`config.mk`:
```
export PLATFORM = sky130hd
export DESIGN_NAME = pc_fetch_unit_flat
export DESIGN_NICKNAME = d
export VERILOG_FILES = /design/src/rtl/pc_fetch_unit_if.sv /design/src/rtl/pc_fetch_unit.sv /design/src/flat_wrapper.sv
export SDC_FILE = /design/constraint.sdc
export NUM_CORES = 1
export LEC_CHECK = 0
export ABC_AREA = 1
export BUFFER_PORTS_ARGS = -buffer_cell sky130_fd_sc_hd__buf_4
export CAP_MARGIN = 15
export CORE_ASPECT_RATIO = 0.7
export CORE_MARGIN = 1
export CORE_UTILIZATION = 58
export DETAILED_ROUTE_END_ITERATION = 12
export PLACE_DENSITY = 0.81
export RECOVER_POWER = 100
export SYNTH_ARGS = -nofsm -noshare
export SYNTH_HDL_FRONTEND = slang
export SYNTH_SLANG_ARGS = --single-unit
```
`constraint.sdc`:
```
create_clock -name clk -period 3.94 [get_ports clk]
set_input_delay 0.394 -clock clk [delete_from_list [all_inputs] [get_ports clk]]
set_output_delay 0.394 -clock clk [all_outputs]
set_load 0.005 [all_outputs]
```
`src/rtl/pc_fetch_unit_if.sv`:
```
// Fetch-stage signal bundle: branch redirect, instruction-memory req/ack port and decode-side valid/ready port.
// The fetch unit connects through the master modport; memory/decode/branch models use the slave modport.
interface pc_fetch_unit_if;
  logic        i_branch_flush;
  logic [31:0] i_branch_pc;
  logic        o_imem_req;
  logic [31:0] o_imem_addr;
  logic        i_imem_ack;
  logic [31:0] i_imem_rdata;
  logic        o_if_valid;
  logic [31:0] o_if_instr;
  logic [31:0] o_if_pc;
  logic        i_id_ready;
  logic        o_misalign;
  logic [31:0] o_misalign_pc;

  modport master (
    input  i_branch_flush, i_branch_pc, i_imem_ack, i_imem_rdata, i_id_ready,
    output o_imem_req, o_imem_addr, o_if_valid, o_if_instr, o_if_pc, o_misalign, o_misalign_pc
  );

  modport slave (
    output i_branch_flush, i_branch_pc, i_imem_ack, i_imem_rdata, i_id_ready,
    input  o_imem_req, o_imem_addr, o_if_valid, o_if_instr, o_if_pc, o_misalign, o_misalign_pc
  );
endinterface

```
`src/rtl/pc_fetch_unit.sv`:
```
// PC / instruction-fetch stage: one outstanding imem request, 2-entry {instr, pc} queue toward decode.
// Optional misaligned-redirect trap is compiled in when FETCH_MISALIGN_TRAP_EN is defined.
module pc_fetch_unit #(
  parameter logic [31:0] RESET_PC = 32'h0000_0000
) (
  input logic             clk,
  input logic             rst,
  pc_fetch_unit_if.master bus
);
  localparam int DEPTH = 2;

  typedef enum logic [1:0] {S_REQ, S_HOLD, S_KILL, S_HALT} state_t;

  state_t                 state_reg, state_next;
  logic [31:0]            pc_reg, pc_next;
  logic [31:0]            kill_addr_reg, kill_addr_next;
  logic [1:0]             count_reg, count_next;
  logic [DEPTH-1:0][31:0] instr_reg, instr_next;
  logic [DEPTH-1:0][31:0] ipc_reg, ipc_next;

  logic        req_int;
  logic        push;
  logic        pop;
  logic [1:0]  wr_idx;
  logic [31:0] target;
  logic        redirect;

  assign req_int = (state_reg == S_REQ) || (state_reg == S_KILL);
  assign push    = (state_reg == S_REQ) && bus.i_imem_ack && !bus.i_branch_flush;
  assign pop     = (count_reg != 2'd0) && bus.i_id_ready && !bus.i_branch_flush;
  assign wr_idx  = count_reg - {1'b0, pop};

  always_comb begin
    count_next = count_reg + {1'b0, push} - {1'b0, pop};
    if (bus.i_branch_flush) begin
      count_next = 2'd0;
    end
  end

`ifdef FETCH_MISALIGN_TRAP_EN
  logic        misalign_reg, misalign_next;
  logic [31:0] misalign_pc_reg, misalign_pc_next;
  logic        trap_hit;

  // Once trapped, later redirects are ignored until reset.
  assign trap_hit = bus.i_branch_flush && !misalign_reg && (bus.i_branch_pc[1:0] != 2'b00);
  assign redirect = bus.i_branch_flush && !misalign_reg && !trap_hit;
  assign target   = bus.i_branch_pc;

  always_comb begin
    misalign_next    = misalign_reg;
    misalign_pc_next = misalign_pc_reg;
    if (trap_hit) begin
      misalign_next    = 1'b1;
      misalign_pc_next = bus.i_branch_pc;
    end
  end

  always_ff @(posedge clk) begin
    if (rst) begin
      misalign_reg    <= 1'b0;
      misalign_pc_reg <= '0;
    end else begin
      misalign_reg    <= misalign_next;
      misalign_pc_reg <= misalign_pc_next;
    end
  end

  assign bus.o_misalign    = misalign_reg;
  assign bus.o_misalign_pc = misalign_pc_reg;
`else
  assign redirect          = bus.i_branch_flush;
  assign target            = bus.i_branch_pc & 32'hFFFF_FFFC;
  assign bus.o_misalign    = 1'b0;
  assign bus.o_misalign_pc = '0;
`endif

  always_comb begin
    state_next     = state_reg;
    pc_next        = pc_reg;
    kill_addr_next = kill_addr_reg;
    case (state_reg)
      S_REQ: begin
        if (bus.i_branch_flush) begin
          // Request still in flight: remember its address so req/addr stay stable until ack.
          if (!bus.i_imem_ack) begin
            state_next     = S_KILL;
            kill_addr_next = pc_reg;
          end
        end else if (bus.i_imem_ack) begin
          pc_next = pc_reg + 32'd4;
          if (count_next == 2'd2) begin
            state_next = S_HOLD;
          end
        end
      end
      S_HOLD: begin
        if (bus.i_branch_flush || (count_next != 2'd2)) begin
          state_next = S_REQ;
        end
      end
      S_KILL: begin
        if (bus.i_imem_ack) begin
          state_next = S_REQ;
        end
      end
      default: begin
        state_next = S_HALT;
      end
    endcase
    if (redirect) begin
      pc_next = target;
    end
`ifdef FETCH_MISALIGN_TRAP_EN
    // A pending trap turns every would-be restart into a halt, after any stale ack drains.
    if ((trap_hit || misalign_reg) && (state_next == S_REQ)) begin
      state_next = S_HALT;
    end
`endif
  end

  genvar gi;
  generate
    for (gi = 0; gi < DEPTH; gi++) begin : g_entry
      logic [31:0] shift_instr;
      logic [31:0] shift_pc;
      if (gi < DEPTH - 1) begin : g_mid
        assign shift_instr = instr_reg[gi+1];
        assign shift_pc    = ipc_reg[gi+1];
      end else begin : g_tail
        assign shift_instr = instr_reg[gi];
        assign shift_pc    = ipc_reg[gi];
      end
      // Head is always entry 0: a pop shifts down, a push lands just above the surviving entries.
      assign instr_next[gi] = (push && (wr_idx == 2'(gi))) ? bus.i_imem_rdata :
                              (pop ? shift_instr : instr_reg[gi]);
      assign ipc_next[gi]   = (push && (wr_idx == 2'(gi))) ? pc_reg :
                              (pop ? shift_pc : ipc_reg[gi]);
    end
  endgenerate

  always_ff @(posedge clk) begin
    if (rst) begin
      state_reg     <= S_HOLD;
      pc_reg        <= RESET_PC;
      kill_addr_reg <= '0;
      count_reg     <= '0;
      instr_reg     <= '0;
      ipc_reg       <= '0;
    end else begin
      state_reg     <= state_next;
      pc_reg        <= pc_next;
      kill_addr_reg <= kill_addr_next;
      count_reg     <= count_next;
      instr_reg     <= instr_next;
      ipc_reg       <= ipc_next;
    end
  end

  assign bus.o_imem_req  = req_int && !rst;
  assign bus.o_imem_addr = (state_reg == S_KILL) ? kill_addr_reg : pc_reg;
  assign bus.o_if_valid  = (count_reg != 2'd0);
  assign bus.o_if_instr  = instr_reg[0];
  assign bus.o_if_pc     = ipc_reg[0];
endmodule

```
`src/flat_wrapper.sv`:
```
// flat-port wrapper written by rule: the top's interface ports become plain ports
module pc_fetch_unit_flat 
#(
  parameter logic [31:0] RESET_PC = 32'h0000_0000
)
  (clk, rst, bus_i_branch_flush, bus_i_branch_pc, bus_i_imem_ack, bus_i_imem_rdata, bus_i_id_ready, bus_o_imem_req, bus_o_imem_addr, bus_o_if_valid, bus_o_if_instr, bus_o_if_pc, bus_o_misalign, bus_o_misalign_pc);
  pc_fetch_unit_if bus_i ();
  input logic clk;
  input logic rst;
  input wire logic [$bits(bus_i.i_branch_flush)-1:0] bus_i_branch_flush;
  input wire logic [$bits(bus_i.i_branch_pc)-1:0] bus_i_branch_pc;
  input wire logic [$bits(bus_i.i_imem_ack)-1:0] bus_i_imem_ack;
  input wire logic [$bits(bus_i.i_imem_rdata)-1:0] bus_i_imem_rdata;
  input wire logic [$bits(bus_i.i_id_ready)-1:0] bus_i_id_ready;
  output wire logic [$bits(bus_i.o_imem_req)-1:0] bus_o_imem_req;
  output wire logic [$bits(bus_i.o_imem_addr)-1:0] bus_o_imem_addr;
  output wire logic [$bits(bus_i.o_if_valid)-1:0] bus_o_if_valid;
  output wire logic [$bits(bus_i.o_if_instr)-1:0] bus_o_if_instr;
  output wire logic [$bits(bus_i.o_if_pc)-1:0] bus_o_if_pc;
  output wire logic [$bits(bus_i.o_misalign)-1:0] bus_o_misalign;
  output wire logic [$bits(bus_i.o_misalign_pc)-1:0] bus_o_misalign_pc;
  assign bus_i.i_branch_flush = bus_i_branch_flush;
  assign bus_i.i_branch_pc = bus_i_branch_pc;
  assign bus_i.i_imem_ack = bus_i_imem_ack;
  assign bus_i.i_imem_rdata = bus_i_imem_rdata;
  assign bus_i.i_id_ready = bus_i_id_ready;
  assign bus_o_imem_req = bus_i.o_imem_req;
  assign bus_o_imem_addr = bus_i.o_imem_addr;
  assign bus_o_if_valid = bus_i.o_if_valid;
  assign bus_o_if_instr = bus_i.o_if_instr;
  assign bus_o_if_pc = bus_i.o_if_pc;
  assign bus_o_misalign = bus_i.o_misalign;
  assign bus_o_misalign_pc = bus_i.o_misalign_pc;
  pc_fetch_unit #(.RESET_PC(RESET_PC)) u_core (.clk(clk), .rst(rst), .bus(bus_i));
endmodule
```
Word level (Yosys, flattened, before mapping)

Cells that the tools add are included.

Equality and inequality tests: 10
$add $sub $neg: 4
Bitwise logic cells: 1
Reductions and logical operators: 22
Mux-type cells: 16

Operators by type and width:

| operator              | count |
|---|---|
| $mux 32               | 8 |
| $add 32x3->32 const B | 1 |
| $mux 2                | 7 |
| $ne 3x3->1 const B    | 3 |
| $reduce_bool 2->1     | 4 |
| $logic_and 1x1->1     | 7 |
| $pmux 2 s3            | 1 |
| $reduce_and 5->1      | 1 |
| $eq 2x1->1 const B    | 2 |
| $eq 2x2->1 const B    | 2 |
| $logic_not 2->1       | 2 |
| $ne 2x2->1 const B    | 2 |
| $reduce_and 2->1      | 2 |
| $sub 2x1->2           | 2 |
| $reduce_and 3->1      | 1 |
| $add 2x1->2           | 1 |
| $logic_not 1->1       | 2 |
| $logic_or 1x1->1      | 2 |
| $ne 2x1->1 const B    | 1 |
| $reduce_or 2->1       | 1 |
| $not 1->1             | 1 |

Register bits after elaboration: 196
Output and inout bits: 131
Logic and storage cells: 62

Longest topological paths before layout

Depth after elaboration: 11
Mapped depth: 17
Depth with buffers taken out: 16

Least setup slack after synthesis

OpenSTA, ideal clock, no wires.

Path kind: input port to flip-flop
Start: input bus_i_branch_flush
End: register u_core.state_reg[0]
Data required time: 3.813 ns
Arrival time: 2.130 ns
Stages on the path: 14
Slack: 1.683 ns
Cell sequence: buf_2 -> inv_2 -> nand3_2 -> inv_2 -> buf_2 -> ha_1 -> inv_1 -> ha_1 -> inv_1 -> nand4_1 -> nand2_1 -> nand3_1 -> nand2_1 -> nand3_1

Longest elaborated chain between the ends: 9
Elaborated cells between the ends (all ways): 16
Those cells by class: 2 x add/sub; 6 x eq/ne; 3 x mux; 5 x reduce/logical

RTL lines:

| element                           | line                                     | text |
|---|---|---|
| start, declared                   | flat_wrapper.sv:10                       | `input wire logic [$bits(bus_i.i_branch_flush)-1:0] bus_i_branch_flush;` |
| $logic_not 1->1                   | pc_fetch_unit.sv:29, pc_fetch_unit.sv:30 |  |
| $logic_and 1x1->1                 | pc_fetch_unit.sv:29                      | `assign push = (state_reg == S_REQ) && bus.i_imem_ack && !bus.i_branch_flush;` |
| $add 2x1->2                       | pc_fetch_unit.sv:34                      | `count_next = count_reg + {1'b0, push} - {1'b0, pop};` |
| $sub 2x1->2                       | pc_fetch_unit.sv:34                      |  |
| $mux 2                            | pc_fetch_unit.sv:35                      | `if (bus.i_branch_flush) begin` |
| $ne 2x2->1                        | pc_fetch_unit.sv:98                      | `if (bus.i_branch_flush \|\| (count_next != 2'd2)) begin` |
| $logic_or 1x1->1                  | pc_fetch_unit.sv:98                      |  |
| $ne 2x1->1 (no source line)       | --                                       |  |
| $reduce_and 5->1 (no source line) | --                                       |  |
| end signal, assigned              | pc_fetch_unit.sv:151                     | `state_reg <= state_next;` |
| end, declared                     | pc_fetch_unit.sv:14                      | `state_t state_reg, state_next;` |

Parallel ways exist; a longest one is shown, timed or not.
A chain may end at the register's enable or synchronous reset.

Worst setup path after layout

Start: input bus_i_branch_flush
End: register u_core.ipc_reg, in the netlist u_core.g_entry[0].shift_pc[9]

Longest elaborated chain between the ends: 5
Elaborated cells between the ends (all ways): 6
Those cells by class: 1 x add/sub; 1 x eq/ne; 4 x reduce/logical

RTL lines:

| element              | line                                     | text |
|---|---|---|
| $logic_not 1->1 *    | pc_fetch_unit.sv:29, pc_fetch_unit.sv:30 |  |
| $logic_and 1x1->1    | pc_fetch_unit.sv:30                      | `assign pop = (count_reg != 2'd0) && bus.i_id_ready && !bus.i_branch_flush;` |
| $sub 2x1->2          | pc_fetch_unit.sv:31                      | `assign wr_idx = count_reg - {1'b0, pop};` |
| $eq 2x1->1           | pc_fetch_unit.sv:137                     | `assign ipc_next[gi] = (push && (wr_idx == 2'(gi))) ? pc_reg :` |
| $logic_and 1x1->1 *  | pc_fetch_unit.sv:137                     |  |
| end signal, assigned | pc_fetch_unit.sv:156                     | `ipc_reg <= ipc_next;` |
| end, declared        | pc_fetch_unit.sv:19                      | `logic [DEPTH-1:0][31:0] ipc_reg, ipc_next;` |

Every way passes the cells marked *; elsewhere a longest branch is shown, timed or not.

==> results.sh <==
export IMPL_vdd_drop_max_v=0.000313
export IMPL_synth_area_leaders="dfxtp_1, nand2_1, nor2_1, o21ai_0, a311oi_1"
export IMPL_clock_sinks=188
export IMPL_insertion_delay_ns=0.43
export IMPL_maxSlewHeadroom=-0.157
export IMPL_path_depth=12
export IMPL_syn_cell_area_um2=8680
export IMPL_cts_buffer_depth=2
export IMPL_ant_nets=0
export IMPL_wl_per_cell_um=15.6
export IMPL_layout_commonest_cell="nand2_1"
export IMPL_clock_skew_ns=0.0146
export IMPL_fillers=1240
export IMPL_die_w_um=148
export IMPL_rr_startpoint="u_core.state_reg[0]"
export IMPL_cts_buffers=17
export IMPL_period_share=0.809
export IMPL_via_count=8546
export IMPL_path_clk_slew_ns=0.07
export IMPL_grt_max_degree=90
export IMPL_start_kind="input port"
export IMPL_crit_type="in -> reg"
export IMPL_place_congestion=0.966
export IMPL_worst_setup_path_end_kind="flop"
export IMPL_setup_worst_path_start="bus_i_branch_flush"
export IMPL_drive_gt1_frac=0.144
export IMPL_setup_worst_path_end="u_core.g_entry[0].shift_pc[9]"
export IMPL_syn_to_final_growth_pct=18.1
export IMPL_final_cell_area_um2=10200
export IMPL_initial_utilization=0.610
export IMPL_period_minus_slack_ns=3.19
export IMPL_mostFrequentLayoutCells="nand2_1, nor2_1, dfxtp_1"
export IMPL_ff_latch_area_um2=3760
export IMPL_fmaxAchievable_mhz=314
export IMPL_place_ws_ns=0.977
export IMPL_ff2ff_path_depth=11
export IMPL_grt_pass1_wl_um=38300
export IMPL_drc=0
export IMPL_crit_fanout=35
export IMPL_cts_root_buf="clkbuf_16"
export IMPL_path_cells="buf_4, inv_2, nand3_1, inv_1, ha_1, xor2_1, nor2_1, nand2_1, inv_1, buf_4, o21ai_0, a21oi_1"
export IMPL_grt_pass1_vias=7339
export IMPL_synth_seq_cells=188
export IMPL_drt_iter0_drc=730
export IMPL_hold_buffers=0
export IMPL_grt_ovfl_total=0
export IMPL_layout_nets=1415
export IMPL_numPortBuffers=160
export IMPL_dieArea_um2=15500
export IMPL_ios=200
export IMPL_grt_use_total=0.312
export IMPL_holdCritStartpoint="bus_i_imem_rdata[13]"
export IMPL_slowest_delay_ns=0.83
export IMPL_multi_input_area_um2=4190
export IMPL_hp_class="in -> reg"
export IMPL_cts_tree="yes"
export IMPL_firstDrtPassIters=7
export IMPL_powerDensity_nw_per_um2=472
export IMPL_hold_violations=0
export IMPL_crit_slowest_cell="inv_1"
export IMPL_syn_area_per_cell_um2=7.04
export IMPL_die_y_um=104
export IMPL_rrSetupSlack_ns=0.76
export IMPL_slew_violations=50
export IMPL_violations="max-capacitance violations, max-slew violations"
export IMPL_synth_largest_area_cell="dfxtp_1"
export IMPL_setup_viol=0
export IMPL_maxCapViolCount=2
export IMPL_worst_hold_slack_ns=0.222
export IMPL_htreeDepth=4
export IMPL_synthCells=1233
export IMPL_cts_resized=0
export IMPL_worstPathRequired_ns=4.28
export IMPL_vias_per_cell=5.54
export IMPL_status="finished, violations left"
export IMPL_rows=36
export IMPL_yosysSeqAreaShare=0.434
export IMPL_placed_cell_area_um2=9740
export IMPL_coreArea_um2=14200
export IMPL_synth_top_area_share=0.434
export IMPL_rsz0062_at_grt="false"
export IMPL_cp_buffers_inverters=5
export IMPL_dpl_hpwl_um=15700
export IMPL_critical_path_top_delay_family="buffers and inverters"
export IMPL_setup_ws_ns=0.753
export IMPL_synth_warnings=0
export IMPL_tns_ns=0
export IMPL_rr_endpoint="u_core.g_entry[0].shift_pc[9]"
export IMPL_routed_wl_um=24000
export IMPL_leakage_nw=4.14
export IMPL_n_antenna_cell=0
export IMPL_antenna_found_initial=0
export IMPL_yosysUniqueCellTypes=33
export IMPL_arrival_ns=3.53
export IMPL_cts_setup_buffers=0
export IMPL_worst_pin_slew_ns=1.74
[report_power, final]
part	leakage, nW	switching [mW]	internal (mW)
Sequential	1.53	0.129	2.08
Clock	0.294	0.835	0.907
Combinational	2.32	0.512	0.377
Total	4.14	1.48	3.36
[worst min path at each step]
stage / slack [ns] / cells after the start / to
6_report: 0.22 / 3 / u_core.g_entry[0].shift_instr[13]
3_5_place_dp: 0.47 / 2 / u_core.g_entry[0].shift_instr[17]
5_1_grt: 0.22 / 3 / u_core.g_entry[0].shift_instr[4]
4_1_cts: 0.21 / 3 / u_core.g_entry[0].shift_instr[17]
3_3_place_gp: 0.46 / 2 / u_core.g_entry[0].shift_pc[3]
2_1_floorplan: 0.46 / 2 / u_core.g_entry[0].shift_pc[10]
[tightest hold or removal path, cell delays in order]
cell	delay [ns]
buf_4	0.08
o21ai_1	0.06
nor2_1	0.07
[per-stage QoR]
stage | util | std cells | total power [mW]
after floorplan | - | 1269 | 2.77
after global placement | 0.684 | 1510 | 3.14
after detailed placement | 0.684 | 1510 | 3.16
after CTS | 0.726 | 1542 | 4.87
after global routing | 0.720 | 1542 | 5.06
final | 0.720 | 1542 | 4.84
[final cells by class]
type                       instances  area share
inverter                          56      0.0205
sequential                       188       0.367
tap                              190      0.0232
timing repair buffer             172       0.122
clock buffer                      17      0.0415
clock inverter                    15      0.0166
multi-input combinational        904       0.409
[synthesized netlist by cell type (all sizes together)]
library cell / n
a21oi: 79
a221oi: 1
a311oi: 62
a31oi: 3
a32oi: 1
buf: 62
clkbuf: 59
clkinv: 1
conb: 1
dfxtp: 188
ha: 7
inv: 55
nand2: 300
nand3: 26
nand4: 4
nor2: 222
nor3: 1
o211ai: 1
o21ai: 145
o21bai: 2
o31ai: 1
or2: 1
xnor2: 2
xor2: 9
[per-layer routing]
metal | GRT usage | part of all wire | vias to the layer above
li1 | - | - | 4206
met1 | 0.460 | 0.46 | 3921
met2 | 0.458 | 0.43 | 398
met3 | 0.0654 | 0.095 | 21
met4 | 0.0773 | 0.012 | 0
met5 | 0 | 0 | -
[logic make-up (layout without fill, tap and decap cells)]
family,Yosys count,count (layout),share of synthesized area
fa+ha+maj,7,7,0.0101
xor+xnor,11,11,0.0111
buf+inv,177,260,0.0976
compound gates,295,295,0.199
other cells,1,37,0.000432
simple gates,554,554,0.248
flops,188,188,0.434
Note: power is estimated with default switching activity, not from simulation.
